$ cat config.mk
export PLATFORM = sky130hd
export DESIGN_NAME = prog_loader
export DESIGN_NICKNAME = d
export VERILOG_FILES = /design/src/rtl/prog_loader_pkg.sv /design/src/rtl/prog_lane_reg.sv /design/src/rtl/prog_loader.sv
export SDC_FILE = /design/constraint.sdc
export NUM_CORES = 1
export LEC_CHECK = 0
export BUFFER_PORTS_ARGS = -buffer_cell sky130_fd_sc_hd__buf_2
export CAP_MARGIN = 25
export CORE_ASPECT_RATIO = 0.8
export CORE_MARGIN = 2
export CORE_UTILIZATION = 52
export DETAILED_ROUTE_END_ITERATION = 8
export PLACE_DENSITY_LB_ADDON = 0.05
export SLEW_MARGIN = 10
export SYNTH_ARGS = -nofsm -noshare
export SYNTH_HDL_FRONTEND = slang
export SYNTH_HIERARCHICAL = 1
export SYNTH_SLANG_ARGS = --single-unit
$ cat constraint.sdc
create_clock -name clk -period 3.52 [get_ports clk]
set_input_delay 0.528 -clock clk [delete_from_list [all_inputs] [get_ports clk]]
set_output_delay 0.528 -clock clk [all_outputs]
set_load 0.02 [all_outputs]
$ cat src/rtl/prog_loader_pkg.sv
// Shared opcodes, FSM state type and default geometry for the core-array
// programming front end.
package prog_loader_pkg;

    localparam logic [1:0] OP_WRITE  = 2'd0;
    localparam logic [1:0] OP_STREAM = 2'd1;
    localparam logic [1:0] OP_BCAST  = 2'd2;
    localparam logic [1:0] OP_CTRL   = 2'd3;

    localparam int DEF_CORES       = 8;
    localparam int DEF_LOG_CORES   = 3;
    localparam int DEF_PC_WIDTH    = 5;
    localparam int DEF_INSTR_WIDTH = 32;

    typedef enum logic {
        ST_IDLE,
        ST_CLEAR
    } state_t;

    // The clear request sits immediately above the mask bits of a CTRL word.
    function automatic int clr_bit_idx(input int cores);
        return cores;
    endfunction

endpackage

$ cat src/rtl/prog_lane_reg.sv
// One core's registered write port; address and data read as zero whenever
// the lane is not writing.
module prog_lane_reg #(
    parameter int PC_WIDTH    = 5,
    parameter int INSTR_WIDTH = 32
) (
    input  logic                   clk,
    input  logic                   rst_n,
    input  logic                   we_d,
    input  logic [PC_WIDTH-1:0]    addr_d,
    input  logic [INSTR_WIDTH-1:0] data_d,
    output logic                   we,
    output logic [PC_WIDTH-1:0]    addr,
    output logic [INSTR_WIDTH-1:0] data
);

    always_ff @(posedge clk or negedge rst_n) begin
        if (!rst_n) begin
            we   <= 1'b0;
            addr <= '0;
            data <= '0;
        end else begin
            we   <= we_d;
            addr <= we_d ? addr_d : '0;
            data <= we_d ? data_d : '0;
        end
    end

endmodule

$ cat src/rtl/prog_loader.sv
// Programming front end: decodes WRITE/STREAM/BCAST/CTRL commands into
// registered per-core instruction-memory writes, including a masked memory clear.
module prog_loader
    import prog_loader_pkg::*;
#(
    parameter int CORES       = DEF_CORES,
    parameter int LOG_CORES   = DEF_LOG_CORES,
    parameter int PC_WIDTH    = DEF_PC_WIDTH,
    parameter int INSTR_WIDTH = DEF_INSTR_WIDTH
) (
    input  logic                         clk,
    input  logic                         rst_n,
    input  logic                         in_valid,
    output logic                         in_ready,
    input  logic [1:0]                   in_op,
    input  logic [LOG_CORES-1:0]         in_sel,
    input  logic [PC_WIDTH-1:0]          in_addr,
    input  logic [INSTR_WIDTH-1:0]       in_data,
    output logic [CORES-1:0]             cwe,
    output logic [CORES*PC_WIDTH-1:0]    cwaddr,
    output logic [CORES*INSTR_WIDTH-1:0] cwdata,
    output logic                         sel_err,
    output logic                         busy
);

    localparam int CLR_BIT = clr_bit_idx(CORES);
    localparam logic [PC_WIDTH:0] DEPTH = {1'b1, {PC_WIDTH{1'b0}}};

    state_t                state, state_nx;
    logic [PC_WIDTH-1:0]   ptr, ptr_nx;
    logic [CORES-1:0]      mask, mask_nx;
    logic [PC_WIDTH:0]     cnt, cnt_nx;
    logic                  sel_err_nx;
    logic                  accept;
    logic                  sel_ok;
    logic [PC_WIDTH-1:0]   wr_addr;

    logic [CORES-1:0]                  lane_we;
    logic [CORES-1:0][PC_WIDTH-1:0]    lane_addr;
    logic [CORES-1:0][INSTR_WIDTH-1:0] lane_data;

    assign in_ready = (state == ST_IDLE);
    assign busy     = (state == ST_CLEAR);
    assign accept   = in_valid && in_ready;
    assign sel_ok   = 32'(in_sel) < CORES;
    assign wr_addr  = (in_op == OP_WRITE) ? in_addr : ptr;

    always_ff @(posedge clk or negedge rst_n) begin
        if (!rst_n) begin
            state   <= ST_IDLE;
            ptr     <= '0;
            mask    <= '1;
            cnt     <= '0;
            sel_err <= 1'b0;
        end else begin
            state   <= state_nx;
            ptr     <= ptr_nx;
            mask    <= mask_nx;
            cnt     <= cnt_nx;
            sel_err <= sel_err_nx;
        end
    end

    // cnt holds the next clear address; the first one (0) is issued from the
    // accepting CTRL cycle so the clear writes start right after acceptance.
    always_comb begin
        state_nx   = state;
        ptr_nx     = ptr;
        mask_nx    = mask;
        cnt_nx     = cnt;
        sel_err_nx = 1'b0;
        lane_we    = '0;
        lane_addr  = '0;
        lane_data  = '0;
        case (state)
            ST_IDLE: begin
                if (accept) begin
                    case (in_op)
                        OP_WRITE, OP_STREAM: begin
                            if (sel_ok) begin
                                for (int c = 0; c < CORES; c++) begin
                                    if (32'(in_sel) == 32'(c)) begin
                                        lane_we[c]   = 1'b1;
                                        lane_addr[c] = wr_addr;
                                        lane_data[c] = in_data;
                                    end
                                end
                                ptr_nx = wr_addr + PC_WIDTH'(1);
                            end else begin
                                sel_err_nx = 1'b1;
                            end
                        end
                        OP_BCAST: begin
                            for (int c = 0; c < CORES; c++) begin
                                lane_we[c]   = mask[c];
                                lane_addr[c] = in_addr;
                                lane_data[c] = in_data;
                            end
                            ptr_nx = in_addr + PC_WIDTH'(1);
                        end
                        default: begin
                            mask_nx = in_data[CORES-1:0];
                            if (in_data[CLR_BIT]) begin
                                state_nx = ST_CLEAR;
                                cnt_nx   = (PC_WIDTH+1)'(1);
                                lane_we  = in_data[CORES-1:0];
                            end
                        end
                    endcase
                end
            end
            default: begin
                if (cnt == DEPTH) begin
                    state_nx = ST_IDLE;
                    ptr_nx   = '0;
                    cnt_nx   = '0;
                end else begin
                    for (int c = 0; c < CORES; c++) begin
                        lane_we[c]   = mask[c];
                        lane_addr[c] = cnt[PC_WIDTH-1:0];
                    end
                    cnt_nx = cnt + (PC_WIDTH+1)'(1);
                end
            end
        endcase
    end

    for (genvar c = 0; c < CORES; c++) begin : g_lane
        prog_lane_reg #(
            .PC_WIDTH   (PC_WIDTH),
            .INSTR_WIDTH(INSTR_WIDTH)
        ) u_lane (
            .clk   (clk),
            .rst_n (rst_n),
            .we_d  (lane_we[c]),
            .addr_d(lane_addr[c]),
            .data_d(lane_data[c]),
            .we    (cwe[c]),
            .addr  (cwaddr[c*PC_WIDTH +: PC_WIDTH]),
            .data  (cwdata[c*INSTR_WIDTH +: INSTR_WIDTH])
        );
    end

endmodule
Yosys cells after proc, flatten, opt, wreduce, memory -nomap -nowiden --
Cells that the tools add are included.
Cells by class: bitwise gates (word level) 2, multipliers 0, multiplexer cells 67, div/mod/pow operators 0, add/sub/neg operators 3, eq/ne operators 12, shift-type cells 0, reductions and logical operators 11, order comparisons 0
Operators with widths (number):
- $mux 256 | 2
- $mux 32 | 16
- $pmux 256 s2 | 1
- $mux 40 | 3
- $mux 5 | 20
- $pmux 40 s2 | 1
- $mux 8 | 4
- $mux 6 | 5
- $pmux 8 s2 | 1
- $mux 1 | 13
- $eq 3x3->1 const B | 4
- $add 5x1->5 const B | 2
- $pmux 5 s2 | 1
- $reduce_and 3->1 | 3
- $add 6x1->6 const B | 1
- $eq 3x2->1 const B | 2
- $eq 6x6->1 const B | 1
- $ne 2x1->1 const B | 2
- $reduce_bool 2->1 | 2
- $eq 3x1->1 const B | 1
- $logic_not 3->1 | 1
- $reduce_bool 3->1 | 1
- $reduce_or 3->1 | 1
- $eq 2x1->1 const B | 1
- other kinds (5) | 6
Storage, ports and cells: memory bits (writable) 0, bits of input ports 45, output and inout bits 307, bits in registers 324, bits in latches 0, word-level logic and storage cells 123, memories kept 0, ROM bits 0

Depth between registers and ports, before layout --
depth after elaboration 7, mapped depth 8, gate-level depth less buffers 7

Cells and area by module --
The synthesis kept the hierarchy.
Modules (own cells, without submodules):
- prog_lane_reg | sequential area each 950.9 um^2, times used 8, cells an instance 78, area an instance 1243.7 um^2
- prog_loader | sequential area each 510.5 um^2, times used 1, cells an instance 528, area an instance 3079.2 um^2

Worst setup path before layout --
No wires, ideal clock.
path kind input to register, start input port in_op[1], end register g_lane[7].u_lane.data[10], buffers on the path 3, data arrival time 1.918 ns, cell stages on the path 8, setup slack 1.482 ns, setup time 0.120 ns, required time 3.400 ns, path through buf_2 nor2b_1 buf_4 a31oi_2 o21ai_0 a22o_1 clkbuf_2 and2_2
On the way: longest elaborated chain between the ends 6, elaborated cells on any way between the ends 11, classes of those cells eq/ne: 2; mux: 7; reduce/logical: 2
Ends and longest elaborated chain:
- start, declared | RTL line prog_loader.sv:15 | input logic [1:0] in_op,
- $eq 2x1->1 / $logic_not 2->1 (equally long branches) | RTL line prog_loader.sv:78 | case (in_op)
- $reduce_or 2->1 | RTL line prog_loader.sv:78
- $pmux 8 s2 * | RTL line prog_loader.sv:78
- $mux 8 * | RTL line prog_loader.sv:77 | if (accept) begin
- $mux 8 * | RTL line prog_loader.sv:75 | case (state)
- net lane_we[7] | RTL line prog_loader.sv:38 | logic [CORES-1:0] lane_we;
- $mux 32 * | RTL line prog_lane_reg.sv:25 | data <= we_d ? data_d : '0;
- end signal, assigned | RTL line prog_lane_reg.sv:25
- end, declared | RTL line prog_lane_reg.sv:14 | output logic [INSTR_WIDTH-1:0] data
Mark *: on every way through the listed nets, which the timed path passes. The rest lies on a longest branch. A chain may end at the register's enable or synchronous reset.

Worst setup path after layout --
start register cnt[0], end register g_lane[2].u_lane.data[28]
On the way: longest elaborated chain between the ends 4
Ends and longest elaborated chain:
- start, declared | RTL line prog_loader.sv:32 | logic [PC_WIDTH:0] cnt, cnt_nx;
- start signal, assigned | RTL line prog_loader.sv:59 | cnt <= cnt_nx;
- $eq 6x6->1 | RTL line prog_loader.sv:113 | if (cnt == DEPTH) begin
- $mux 8 | RTL line prog_loader.sv:113
- $mux 8 | RTL line prog_loader.sv:75
- net lane_we[2] | RTL line prog_loader.sv:38
- $mux 32 | RTL line prog_lane_reg.sv:25
- end signal, assigned | RTL line prog_lane_reg.sv:25
- end, declared | RTL line prog_lane_reg.sv:14
The timed path passes the listed nets, and every way through them passes these cells.

==> summary.md <==
| Metric | Value |
|---|---|
| Outcome | finished, violations left |
| Violated checks | hold timing |
| CTS resizes | 0 |
| Highest metal layer with signal wires | met4 |
| Met3 wire length | between 3000 and 4000 um |
| DRC | 0 |
| Worst Path Buf+Inv | 2 |
| Core outline area | roughly 0.025 sq mm |
| Number of H-tree levels | 2 |
| Number of buffers inserted to repair setup after CTS | 0 |
| Filler cells | between 1500 and 2000 |
| Post-Place Worst Slack | 0.879 ns |
| Number of distinct library cells after synthesis | 52 |
| Highest-count cells in the layout ignoring fill and taps | buf_2 (349), dfrtp_1 (316), and2_2 (296) |
| Slack of the worst reg-to-reg path | 1.04 ns |
| Area of the mapped netlist | 0.0130 sq mm |
| Number of nets with antenna violations after routing | 0 |
| Maximum number of pins on one net before global-route repair | 89 |
| Area of the die | roughly 0.026 sq mm |
| Total of warnings raised by yosys | 6 |
| Critical Path RT | approximately 4 ns |
| Register bit total from synthesis | between 300 and 400 |
| Area growth from synthesis to layout | 25.2% |
| Number of flops mapped to enable cells by yosys | 0 |
| Critical-path cell list | inv_1, ha_1, nand2_1, o41ai_4, o21ai_0, a22o_1, buf_4, and2_2 |
| Worst flop-to-flop path startpoint | cnt[0] |
| Global-route usage over all layers | 29.3% |
| Net count of the mapped netlist | 1200 |
| Utilization after layout | around two thirds |
| DRC violation total after the first TritonRoute iteration | 633 |
| Reg-to-Reg End | g_lane[2].u_lane/data[28] |
| CTS tree | built |
| Minimum period implied by the final worst setup slack | 2.48 ns |
| Number of antenna violations at the first check in global routing | 2 |
| Number of sinks driven by the clock tree | approximately 320 |
| F_max | slightly above 400 MHz |
| Vertical extent of the die | about 150 um |
| Final global-route overflow total | 0 |
| Commonest non-fill, non-tap cell in the layout | buf_2 |
| Final period utilization | a little over two thirds |
| Leak pwr | roughly 9 nW |
| Slowest-stage cell, CP | dfrtp_1 |
| Max-slew headroom at the worst pin | a little under half |
| Final setup fails | 0 |
| Final total negative setup slack | 0 ns |
| Delay of the slowest cell on the worst path | roughly 0.45 ns |
| Worst-case vdd ir drop | around 0.33 mV |
| Worst min-delay path category | in -> async |
| Number of slew-limit violations in the final report | 0 |
| Number of port buffers | 350 |
| Sequential area share after synthesis | between 60% and 70% |
| Placer congestion estimate | a little under 0.9 |
| Reg2reg path depth | 8 |
| Slack of the critical path | 1.04 ns |
| Critical setup path kind | reg -> reg |
| Number of global-route vias before repair | 9542 |
| Data arrival, critical path | 2.88 ns |
| Max Clock Skew | 0.0131 ns |
| Smallest hold slack | -0.0129 ns |
| HPWL after detailed placement | ~26000 um |
| WL final | a little under 40000 um |
| Row count | 51 |
| Number of hold-slack violations in the final timing report | 1 |
| Clock-pin slew on the worst setup and hold paths | approximately 0.06 ns |
| Length of routed wiring on met1 | approximately 16000 um |
| Delay-heaviest family, CP | compound AO/OA/AOI/OAI gates |
| Largest fanout of any net on the critical path | 18 |
| Ratio of total power to cell area | about 500 mW/mm^2 |
| FFs w/ async S/R, synth | 100% |
| Avg Cell Area, Syn | 11.3 sq um |
| Kind of start point of the critical path | register |
| TritonCTS buffer count | 34 |
| Effective utilization at floorplan | a little over half |
| Per-cell via count in the routed design | 5.15 |
| Number of top-level design ports | roughly 350 |
| Number of hold-repair buffers added at the cts stage | 0 |
| Layout cell share with drive strength beyond 1 | between 50 and 60% |
| Layout Nets | 1556 |
| DR WL/cell | around 21 um |
| First-pass GRT wire length | just under 60000 um |
| Pin slew with the least headroom to its limit | a little under 0.8 ns |
| Maximum root-to-sink buffer count | 3 |
| Crit end category | register |
| Clock root cell | clkbuf_16 |
| Clk_lat worst skew | 0.51 ns |
| Total of max-cap violations | 0 |
| Setup repair after global routing missed its margin | no |
| Length of the first detailed-routing pass in iterations | 5 |
| Top flip-flop cell by instance count after synthesis | dfrtp_1 |
| Via count | between 9000 and 10000 |
| Die Width | 181 um |
| Synthesized instance count | between 1000 and 1500 |
| Metal2 WL | between 15000 and 20000 um |
cells by family after synthesis:
logic type	synth area share [%]
AND/OR/NAND/NOR	28.2
flip-flops	62.3
multiplexers	1.48
AO/OA/AOI/OAI	4.65
adder cells (fa/ha/maj)	0.288
buffers and inverters	2.78
XOR/XNOR	0.269
other	0.0288
cells in the mapped netlist, types with 6 or more instances:
master / instances / area (sq um)
clkbuf_2: 24 / 120
nand2b_1: 8 / 50.1
dfrtp_1: 316 / 7910
and2_2: 296 / 2220
o21ai_1: 16 / 80.1
mux2_2: 10 / 113
dfstp_2: 8 / 210
a21oi_2: 6 / 52.6
nand2_1: 44 / 165
nor2_1: 263 / 987
o21ai_0: 37 / 185
buf_2: 34 / 170
a22o_1: 10 / 87.6
nand3_1: 8 / 40.0
mux2i_1: 8 / 80.1
registers in the layout, indices dropped and copies added (netlist names):
name,count
busy,1
cnt,6
g_lane.u_lane/addr,40
g_lane.u_lane/data,256
g_lane.u_lane/we,8
mask,8
ptr,5
worst max-delay path by stage:
stage	endpoint	cells past startpoint	from	slack, ns
2_1_floorplan	g_lane[7].u_lane/data[10]	8	in_op[1]	1.48
3_3_place_gp	g_lane[2].u_lane/data[23]	7	in_op[1]	0.95
3_5_place_dp	g_lane[2].u_lane/data[25]	7	in_op[1]	0.88
4_1_cts	g_lane[2].u_lane/data[28]	8	cnt[0]	1.06
5_1_grt	g_lane[2].u_lane/data[28]	8	cnt[0]	0.93
6_report	g_lane[2].u_lane/data[28]	8	cnt[0]	1.04
power breakdown:
group,total [mW],switching (mW),internal [mW]
combinational,0.919,0.654,0.265
sequential,3.87,0.0563,3.81
clock,3.60,1.43,2.17
stage by stage:
| stage | total power, mW | hold WS [ns] | instances | instance area [sq um] |
|---|---|---|---|---|
| 2_1_floorplan | 4.44 | 0.232 | 1152 | 13000 |
| 3_3_place_gp | 4.85 | 0.534 | 1790 | 15200 |
| 3_5_place_dp | 4.85 | 0.539 | 1790 | 15200 |
| 4_1_cts | 8.45 | 0.0636 | 1847 | 16300 |
| 5_1_grt | 8.69 | 0.0478 | 1848 | 16300 |
| 6_report | 8.39 | -0.0129 | 1848 | 16300 |
layer usage:
layer | vias to the layer above | GRT usage, %
met3 | 66 | 8.86
met4 | 0 | 9.31
met5 | - | 0
met1 | 4774 | 39.9
met2 | 384 | 45.8
li1 | 4299 | -
worst register-to-register path, delay by kind of cell (launching register included):
family,cells,cell delay (ns)
AO/OA/AOI/OAI,3,1.07
adder cells (fa/ha/maj),1,0.14
buffers and inverters,2,0.36
flip-flops,1,0.45
AND/OR/NAND/NOR,2,0.36
layout make-up:
class / count / area, sq um / area share, %
Sequential cell: 324 / 8120 / 49.8
Multi-Input combinational cell: 760 / 4620 / 28.3
Timing Repair Buffer: 383 / 2050 / 12.5
Clock buffer: 44 / 940 / 5.76
Tap cell: 318 / 398 / 2.44
Clock inverter: 13 / 169 / 1.04
Inverter: 5 / 18.8 / 0.115
Antenna cell: 1 / 2.50 / 0.0153
Power figures use the tool's default switching activity.
